[src/rtl/selftest_pkg.sv]
// Shared types and CRC helper for the SAP-1.5 self-test sequencer.
package selftest_pkg;

   typedef enum logic [2:0] {
      ST_IDLE,
      ST_LOAD,
      ST_VERIFY,
      ST_CPURST,
      ST_RUN,
      ST_CHECK,
      ST_DONE
   } selftest_state_t;

   localparam logic [7:0] CRC8_POLY = 8'h07;

   // MSB-first CRC-8 over one byte.
   function automatic logic [7:0] crc8_step(input logic [7:0] crc, input logic [7:0] data);
      logic [7:0] c;
      c = crc ^ data;
      for (int i = 0; i < 8; i++) begin
         c = c[7] ? ((c << 1) ^ CRC8_POLY) : (c << 1);
      end
      return c;
   endfunction

endpackage

[src/rtl/selftest_cycle_timer.sv]
// Saturating cycle counter; `last` flags the enabled cycle that reaches LIMIT.
module selftest_cycle_timer #(
   parameter int LIMIT = 1
) (
   input  logic                         clk,
   input  logic                         reset,
   input  logic                         clear,
   input  logic                         enable,
   output logic [$clog2(LIMIT+1)-1:0]   count,
   output logic                         last
);

   localparam int W = $clog2(LIMIT + 1);
   localparam logic [W-1:0] LIMIT_V = W'(LIMIT);
   localparam logic [W-1:0] LAST_V  = W'(LIMIT - 1);

   always_ff @(posedge clk) begin
      if (reset || clear) begin
         count <= '0;
      end else if (enable && count != LIMIT_V) begin
         count <= count + 1'b1;
      end
   end

   assign last = enable && (count == LAST_V);

endmodule

[src/rtl/selftest_sequencer.sv]
// Load / reset / run-until-halt / check sequencer for the SAP-1.5 computer.
// Optional RAM readback verification is enabled by defining SELFTEST_READBACK_EN.
module selftest_sequencer
   import selftest_pkg::*;
#(
   parameter int DATA_WIDTH   = 8,
   parameter int ADDR_WIDTH   = 4,
   parameter int MAX_CYCLES   = 50,
   parameter int RESET_CYCLES = 2
) (
   input  logic                              clk,
   input  logic                              reset,
   input  logic                              start,
   input  logic [DATA_WIDTH-1:0]             expected,
   input  logic                              ld_valid,
   output logic                              ld_ready,
   input  logic [DATA_WIDTH-1:0]             ld_data,
   input  logic                              ld_last,
   output logic                              ram_we,
   output logic [ADDR_WIDTH-1:0]             ram_addr,
   output logic [DATA_WIDTH-1:0]             ram_wdata,
   input  logic [DATA_WIDTH-1:0]             ram_rdata,
   output logic                              cpu_reset,
   input  logic                              cpu_halt,
   input  logic [DATA_WIDTH-1:0]             probe,
   output logic                              busy,
   output logic                              done,
   output logic                              pass,
   output logic                              timeout,
   output logic                              load_err,
   output logic [$clog2(MAX_CYCLES+1)-1:0]   cycles,
   output logic [DATA_WIDTH-1:0]             captured
);

   localparam int HOLD_W = $clog2(RESET_CYCLES + 1);
   localparam logic [ADDR_WIDTH-1:0] ADDR_MAX = '1;
`ifdef SELFTEST_READBACK_EN
   localparam selftest_state_t POST_LOAD = ST_VERIFY;
   localparam int NBYTES = (DATA_WIDTH + 7) / 8;
`else
   localparam selftest_state_t POST_LOAD = ST_CPURST;
`endif

   selftest_state_t state, next_state;

   logic                  start_accept;
   logic                  xfer;
   logic                  hold_last;
   logic                  run_last;
   logic [HOLD_W-1:0]     hold_count;
   logic [DATA_WIDTH-1:0] expected_q;
   logic [ADDR_WIDTH-1:0] wr_ptr;
   logic [ADDR_WIDTH-1:0] last_addr;
   logic                  unused_sig;

`ifdef SELFTEST_READBACK_EN
   logic [7:0]            crc_wr;
   logic [7:0]            crc_rd;
   logic [7:0]            crc_rd_next;
   logic                  crc_match;
   logic [ADDR_WIDTH-1:0] rd_ptr;
   logic                  issuing;
   logic                  rd_vld_p0, rd_vld_p1;
   logic                  rd_last_p0, rd_last_p1;
   logic                  load_err_q;

   function automatic logic [7:0] crc_word(input logic [7:0] crc, input logic [DATA_WIDTH-1:0] w);
      logic [NBYTES*8-1:0] pad;
      logic [7:0]          c;
      pad = '0;
      pad[DATA_WIDTH-1:0] = w;
      c = crc;
      for (int b = 0; b < NBYTES; b++) begin
         c = crc8_step(c, pad[b*8 +: 8]);
      end
      return c;
   endfunction

   assign crc_rd_next = crc_word(crc_rd, ram_rdata);
   assign crc_match   = (crc_rd_next == crc_wr);
   assign load_err    = load_err_q;
   assign unused_sig  = ^hold_count;
`else
   assign load_err    = 1'b0;
   assign unused_sig  = ^{hold_count, ram_rdata, last_addr};
`endif

   selftest_cycle_timer #(.LIMIT(RESET_CYCLES)) u_hold_timer (
      .clk    (clk),
      .reset  (reset),
      .clear  (state != ST_CPURST),
      .enable (state == ST_CPURST),
      .count  (hold_count),
      .last   (hold_last)
   );

   selftest_cycle_timer #(.LIMIT(MAX_CYCLES)) u_run_timer (
      .clk    (clk),
      .reset  (reset),
      .clear  (start_accept),
      .enable ((state == ST_RUN) && !cpu_halt),
      .count  (cycles),
      .last   (run_last)
   );

   always_ff @(posedge clk) begin
      if (reset) begin
         state <= ST_IDLE;
      end else begin
         state <= next_state;
      end
   end

   always_comb begin
      next_state   = state;
      ld_ready     = 1'b0;
      xfer         = 1'b0;
      start_accept = 1'b0;
      case (state)
         ST_IDLE, ST_DONE: begin
            start_accept = start;
            if (start) next_state = ST_LOAD;
         end
         ST_LOAD: begin
            ld_ready = 1'b1;
            xfer     = ld_valid;
            // The top address ends the load even without ld_last, so it never wraps.
            if (ld_valid && (ld_last || wr_ptr == ADDR_MAX)) next_state = POST_LOAD;
         end
`ifdef SELFTEST_READBACK_EN
         ST_VERIFY: begin
            if (rd_vld_p1 && rd_last_p1) next_state = crc_match ? ST_CPURST : ST_DONE;
         end
`endif
         ST_CPURST: begin
            if (hold_last) next_state = ST_RUN;
         end
         ST_RUN: begin
            // Halt takes priority over a coincident budget expiry.
            if (cpu_halt)      next_state = ST_CHECK;
            else if (run_last) next_state = ST_DONE;
         end
         ST_CHECK: next_state = ST_DONE;
         default:  next_state = ST_IDLE;
      endcase
   end

   always_ff @(posedge clk) begin
      if (reset) begin
         cpu_reset  <= 1'b1;
         busy       <= 1'b0;
         done       <= 1'b0;
         pass       <= 1'b0;
         timeout    <= 1'b0;
         ram_we     <= 1'b0;
         ram_addr   <= '0;
         ram_wdata  <= '0;
         captured   <= '0;
         expected_q <= '0;
         wr_ptr     <= '0;
         last_addr  <= '0;
      end else begin
         cpu_reset <= (next_state != ST_RUN);
         busy      <= !(next_state inside {ST_IDLE, ST_DONE});
         done      <= (next_state == ST_DONE);
         ram_we    <= 1'b0;
         if (start_accept) begin
            expected_q <= expected;
            pass       <= 1'b0;
            timeout    <= 1'b0;
            captured   <= '0;
            wr_ptr     <= '0;
         end
         if (xfer) begin
            ram_we    <= 1'b1;
            ram_addr  <= wr_ptr;
            ram_wdata <= ld_data;
            last_addr <= wr_ptr;
            if (wr_ptr != ADDR_MAX) wr_ptr <= wr_ptr + 1'b1;
         end
`ifdef SELFTEST_READBACK_EN
         if (state == ST_VERIFY && issuing) ram_addr <= rd_ptr;
         if (state == ST_VERIFY && next_state == ST_DONE) pass <= 1'b0;
`endif
         if (state == ST_RUN && next_state == ST_DONE) begin
            timeout <= 1'b1;
            pass    <= 1'b0;
         end
         if (state == ST_CHECK) begin
            captured <= probe;
            pass     <= (probe == expected_q);
         end
      end
   end

`ifdef SELFTEST_READBACK_EN
   always_ff @(posedge clk) begin
      if (reset) begin
         load_err_q <= 1'b0;
         crc_wr     <= '0;
         crc_rd     <= '0;
         rd_ptr     <= '0;
         issuing    <= 1'b0;
         rd_vld_p0  <= 1'b0;
         rd_last_p0 <= 1'b0;
         rd_vld_p1  <= 1'b0;
         rd_last_p1 <= 1'b0;
      end else begin
         if (start_accept) begin
            load_err_q <= 1'b0;
            crc_wr     <= '0;
         end
         if (xfer) crc_wr <= crc_word(crc_wr, ld_data);
         if (state == ST_LOAD && next_state == ST_VERIFY) begin
            rd_ptr  <= '0;
            issuing <= 1'b1;
            crc_rd  <= '0;
         end
         // p0: read address on the RAM port
         rd_vld_p0  <= 1'b0;
         rd_last_p0 <= 1'b0;
         if (state == ST_VERIFY && issuing) begin
            rd_vld_p0  <= 1'b1;
            rd_last_p0 <= (rd_ptr == last_addr);
            if (rd_ptr == last_addr) issuing <= 1'b0;
            else                     rd_ptr  <= rd_ptr + 1'b1;
         end
         // p1: read data on ram_rdata
         rd_vld_p1  <= rd_vld_p0;
         rd_last_p1 <= rd_last_p0;
         if (rd_vld_p1) crc_rd <= crc_rd_next;
         if (state == ST_VERIFY && next_state == ST_DONE) load_err_q <= 1'b1;
      end
   end
`endif

endmodule

[config.mk]
export PLATFORM = sky130hd
export DESIGN_NAME = selftest_sequencer
export DESIGN_NICKNAME = d
export VERILOG_FILES = /design/src/rtl/selftest_pkg.sv /design/src/rtl/selftest_cycle_timer.sv /design/src/rtl/selftest_sequencer.sv
export SDC_FILE = /design/constraint.sdc
export NUM_CORES = 1
export LEC_CHECK = 0
export CORE_AREA = 4 4 75 130
export CTS_CLUSTER_DIAMETER = 150
export CTS_CLUSTER_SIZE = 30
export DETAILED_ROUTE_END_ITERATION = 8
export DIE_AREA = 0 0 79 134
export PLACE_DENSITY = 0.57
export SLEW_MARGIN = 15
export SYNTH_ARGS = -nofsm -noshare
export SYNTH_HDL_FRONTEND = slang
export SYNTH_SLANG_ARGS = --single-unit
[constraint.sdc]
create_clock -name clk -period 1.92 [get_ports clk]
set_clock_uncertainty 0.2 [all_clocks]
set_input_delay 0.384 -clock clk [delete_from_list [all_inputs] [get_ports clk]]
set_output_delay 0.384 -clock clk [all_outputs]
set_load 0.05 [all_outputs]
==> out/metrics.cfg, run 1 <==
[layout]
final_net_count=378
mostFrequentLayoutCells=nand2_1 (56), buf_4 (51), dfxtp_1 (45)
syn_to_final_growth_pct=46.9
layout-drive-gt1-share_pct=22.7
n_antenna_cell=0
final_common_cell=nand2_1

[clock_network]
cts_tree=yes
htreeDepth=2
cts-buffers-inserted=5
holdBufCountCts=0
cts_setup_buffers=0
cts-root-buf=clkbuf_16
clockBufferDepth=2
cts.sinks=49
cts_resized=0
clkTransAtPathRegs_ns=0.07
clk_latency_ns=0.29

[power]
p_comb_share_pct=13.6
p_leak_uw=0.00125
switchingPower_uw=588
powerDensity_nw_per_um2=719
vdd_ir_drop_max_mv=0.424
p_total_uw=2260
internal_power_uw=1670
p_seq_share_pct=47.1
switching_share_pct=26.0
p_clk_share_pct=39.3

[worst_setup_path]
crit_path_max_incr_delay_ns=0.35
cp.arrival_ns=1.25
path_class=flop to output pin
end_kind=output pin
startpoint_type=flop
cpMaxStageDelayCell=dfxtp_1
path_max_fanout=11
crit_required_ns=1.34
cp_num_buf_inv=2
cpLargestDelayFamily=buffers and inverters
cp_cell_sequence=buf_4 > nor3_2 > buf_12

[grt]
grt_max_degree=24
first_global_vias=1940
grt_pass1_wl_um=9180
grt_overflow=0
grt.total_usage_pct=10.9
grt_antenna_before_repair=0

[logic_synthesis]
synthCells=257
netlist.area_leader.share_pct=45.8
synth_area_leaders=dfxtp_1 (46%), nand2_1 (9.8%), a21oi_1 (7.9%)
yosys_warnings=0
ys_seq_elements=49
synth_top_cell_by_area=dfxtp_1
yosysSeqAreaShare_pct=45.8
synth_cell_types=43
avgSynthCellArea_sq_um=8.33
syn_area_sq_um=2140
synth_ff_type=dfxtp_1
synth_edf_count=0
ys_async_sr_fraction_pct=0
syn-num-nets=301

[timing]
fmax_mhz=544
fin_crit_ns=1.84
holdWs_ns=0.253
min_period_over_period_pct=95.7
layout_setup_ws_ns=0.0823
finalHoldViolCount=0
setup_viol=0
drv_slew=0
rsz0062_at_grt=no

[placement]
pre_cts_ws_ns=-0.282
finalWeightedCongestion=0.785
io_buffers=62
dpl.hpwl_um=4260

[route]
drc_errors=0
final_antenna_net_count=0
first_iter_violations=58
via_per_inst=4.41
drt-wirelength-per-cell_um=12.3
wl_um=5570
vias=1992
dr.pass1.iters=4

[floorplan]
io_pins=72
initial_utilization_pct=24.7
rows=45
die_x_um=79
core_area_sq_um=8670
dieHeight_um=134
die-area_sq_um=10600

[hold_path]
hold_class=flop to flop

[flow_run]
cap_violations=0

[status]
status=completed

## cells by family (layout without fill, tap and decap cells)
logic type               count (synthesis)  count (layout)  synth area share [%]
other                                    1               1                 0.175
buffers and inverters                   22             100                  4.33
XOR/XNOR                                15              15                  6.14
AND/OR/NAND/NOR                        114             114                  26.5
adder cells (fa/ha/maj)                  6               6                  3.51
AO/OA/AOI/OAI                           48              48                  12.6
multiplexers                             2               2                 0.994
flip-flops                              49              49                  45.8
## synth_stat cells (all sizes together), types with 2 or more instances
library cell   n
nor2          14
o22ai          2
nor3           7
xor2          11
nand2         56
a21oi         35
xnor2          4
nor3b          2
nor4b          2
a211oi         2
nor4           4
o21ai          4
ha             6
nand4          2
a31oi          2
inv            8
dfxtp         49
clkbuf         8
and3           2
nor2b          2
nand3         13
buf            6
## sequential cells by signal, summed over array words and instances, names as in the netlist, 2 cells and up
signal	cells
captured	8
expected_q	8
ram_wdata	8
u_run_timer.count	6
ram_addr	4
wr_ptr	4
state	3
u_hold_timer.count	2
## final timing paths
path | start | to | slack (ns) | cells past startpoint
setup / recovery | state[2] | ld_ready | 0.08 | 3
hold / removal | ram_wdata[0] | ram_wdata[0] | 0.25 | 2
setup reg to reg | state[1] | u_run_timer.count[5] | 0.16 | 4
hold reg to reg | ram_wdata[0] | ram_wdata[0] | 0.25 | 2
## final cells by class
type / instances / area (sq um)
fillers: 928 / 5530
multi-input cells: 186 / 1080
flip-flops and latches: 49 / 986
repair buffers: 84 / 756
well taps: 117 / 146
clock buffers: 5 / 125
inverters: 8 / 30.0
clock inverters: 3 / 22.5
## worst register-to-register path, cell delays in order (launching register included)
cell     delay (ns)
dfxtp_2        0.37
or4b_4         0.60
nor4_4         0.28
xnor2_1        0.16
nor2_2         0.04
## through the flow
step / instance area, sq um / utilization (%) / cells / TNS [ns]
after floorplan: 2150 / - / 257 / 0
after global placement: 2990 / 34.5 / 444 / -3.60
after detailed placement: 2990 / 34.5 / 444 / -4.12
after CTS: 3140 / 36.2 / 452 / 0
after global routing: 3140 / 36.3 / 452 / 0
final: 3140 / 36.3 / 452 / 0
## power groups by stage
stage / combinational (uW) / sequential [uW] / clock, uW
detailed placement: 311 / 1090 / 0
floorplan: 120 / 1120 / 0
global route: 333 / 1070 / 968
CTS: 312 / 1060 / 936
global placement: 309 / 1090 / 0
finish: 307 / 1060 / 889
## per-layer routing
metal | vias to the layer above | wire (um) | global-route usage [%]
li1 | 1023 | - | -
met1 | 913 | 2190 | 11.8
met2 | 44 | 2950 | 19.5
met3 | 12 | 252 | 2.28
met4 | 0 | 175 | 5.54
met5 | - | 0 | 0
Power figures use the tool's default switching activity.
==> run 2: changes to the inputs <==
--- a/config.mk
+++ b/config.mk
@@ -11,6 +11,7 @@
 export DETAILED_ROUTE_END_ITERATION = 8
 export DIE_AREA = 0 0 79 134
 export PLACE_DENSITY = 0.57
+export SETUP_SLACK_MARGIN = 0.15
 export SLEW_MARGIN = 15
 export SYNTH_ARGS = -nofsm -noshare
 export SYNTH_HDL_FRONTEND = slang
==> constraint.sdc (replaced) <==
create_clock -name clk -period 1.7 [get_ports clk]
set_clock_uncertainty 0.2 [all_clocks]
set_input_delay 0.34 -clock clk [delete_from_list [all_inputs] [get_ports clk]]
set_output_delay 0.34 -clock clk [all_outputs]
set_load 0.05 [all_outputs]
==> run 2 against run 1 <==
  * The run now ends with negative setup slack left
  * Hold slack improved by 0.013 ns
  * Global-route usage is 0.61 points higher
  * Flip-flop and latch count unchanged
  * Clock power grew 24%
  * Critical path depth unchanged
  * Design area is 27% higher
  * Non-clock buffer count rose by 18
  * Worst setup slack worse by 0.15 ns
  * Via count increased by 5.6%
  * Final cell count grew 4.2%
  * Sequential power increased by 13%
  * Critical path type unchanged
  * Critical endpoint unchanged
  * Highest routed layer unchanged
==> out/metrics.cfg, run 2 (synthesis results as in run 1) <==
[floorplan]
rows=45
dieHeight_um=134
die_x_um=79
die-area_sq_um=10600
initial_utilization_pct=24.7
io_pins=72
core_area_sq_um=8670

[timing]
rsz0062_at_grt=yes
fin_setup_tns_ns=-0.219
drv_slew=0
min_period_over_period_pct=104
setup_viol=6
fmax_mhz=567
finalHoldViolCount=0
layout_setup_ws_ns=-0.0652
fin_crit_ns=1.77

[route]
drt-wirelength-per-cell_um=13.5
drc_errors=0
final_antenna_net_count=0
via_per_inst=4.46
first_iter_violations=48
m1WireLength_um=2340
dr.pass1.iters=4
met3RoutedLength_um=230
wl_um=6380
dr.max_layer_used=met4
vias=2103
met2_length_um=3660

[placement]
place_inst=452
finalWeightedCongestion=0.847
io_buffers=62
dpl.hpwl_um=4680

[layout]
top_regs=captured (8), expected_q (8), ram_wdata (8)
fillers=830
n_antenna_cell=0
layout-drive-gt1-share_pct=35.6
final_net_count=397
syn_to_final_growth_pct=86.1
mostFrequentLayoutCells=nand2_1 (53), dfxtp_1 (40), buf_12 (36)
finalNonFillerCells=471
final_common_cell=nand2_1

[hold_path]
min_to=expected_q[6]
hold_class=flop to flop
min_delay_path_depth=2
hold_start=expected_q[6]

[worst_setup_path]
worst_path_most_repeated_cell=buf_12
path_max_fanout=12
cp.arrival_ns=1.23
cpLargestDelayFamily=flip-flops
r2r_setup_slack_ns=-0.05
path_class=flop to output pin
worstReg2RegStart=state[0]
r2r-end=u_run_timer.count[2]
reg2reg_depth=5
crit_path_max_incr_delay_ns=0.38
cpMaxStageDelayCell=dfxtp_4
crit_required_ns=1.16
cp_num_buf_inv=2
end_kind=output pin
cp_cell_sequence=buf_12 > nor3_4 > buf_12
startpoint_type=flop

[clock_network]
cts-root-buf=clkbuf_16
cts_tree=yes
clk_latency_ns=0.29
clockBufferDepth=2
clkTransAtPathRegs_ns=0.06
cts.sinks=49
htreeDepth=2
cts-buffers-inserted=5
holdBufCountCts=0

[grt]
grt_pass1_wl_um=9480
grt_antenna_before_repair=0
grt_max_degree=20
first_global_vias=2040
grt_overflow=0
grt.total_usage_pct=11.5

[flow_run]
cap_violations=0

[power]
powerDensity_nw_per_um2=700
p_leak_uw=0.00151
vdd_ir_drop_max_mv=0.520

[status]
status=complete, but fails checks
violations=negative setup slack

[run 2: cell count changes in the layout (fill, tap and decap cells not counted), sizes merged]
cell           change
and2               +1
dlymetal6s2s       +1
dlygate4sd2        +1
clkinv             -2
clkbuf             +2
buf               +17
bufinv             +1
clkdlybuf4s50      -2
[run 2: final cells by class]
cell class,count,area [sq um],share of cell area [%]
timing repair buffer,102,1350,33.9
sequential,49,1000,25.2
tap,117,146,3.67
multi-input combinational,187,1290,32.4
inverter,8,30.0,0.754
clock buffer,6,129,3.23
clock inverter,2,33.8,0.848
[run 2: worst max path at each step]
stage / start / end / slack (ns) / cells after the start
global route: state[0] / u_run_timer.count[2] / -0.12 / 5
global placement: cpu_halt / u_run_timer.count[2] / -0.38 / 5
finish: state[2] / ld_ready / -0.07 / 3
CTS: state[0] / u_run_timer.count[2] / -0.06 / 5
detailed placement: cpu_halt / u_run_timer.count[1] / -0.42 / 5
floorplan: cpu_halt / u_run_timer.count[2] / 0.11 / 4
[run 2: timing repair]
item                       4_1_cts  5_1_grt
gates cloned                     0        2
gates resized for setup         16       42
setup endpoints to repair       46       45
pin swaps                       10       14
setup buffers                    3        6
[run 2: metal layers]
metal | vias to the layer above | track usage [%]
li1 | 1065 | -
met1 | 987 | 11.9
met2 | 42 | 21.3
met3 | 9 | 1.88
met4 | 0 | 6.50
met5 | - | 0
[run 2: metrics by stage]
step	setup WS (ns)	area (sq um)	total power, uW	utilization [%]	hold WS [ns]
detailed placement	-0.418	3510	1650	40.5	0.259
finish	-0.0652	3990	2790	46.0	0.267
CTS	-0.0617	3730	2780	43.0	0.268
global route	-0.119	3990	2910	46.0	0.286
global placement	-0.377	3510	1640	40.5	0.255
floorplan	0.109	2230	1410	-	0.229
[run 2: report_power, final]
| group | internal, uW | total [uW] | switching, uW | leakage [uW] |
|---|---|---|---|---|
| logic | 258 | 489 | 230 | 0.00103 |
| clock network | 690 | 1100 | 413 | 0.0000785 |
| registers | 1170 | 1200 | 27.4 | 0.000403 |
[run 2: worst min-delay path, cell delays in order, from the launching register on]
cell and delay (ns):
dfxtp_1 0.31, nand2_1 0.05, a21oi_1 0.05
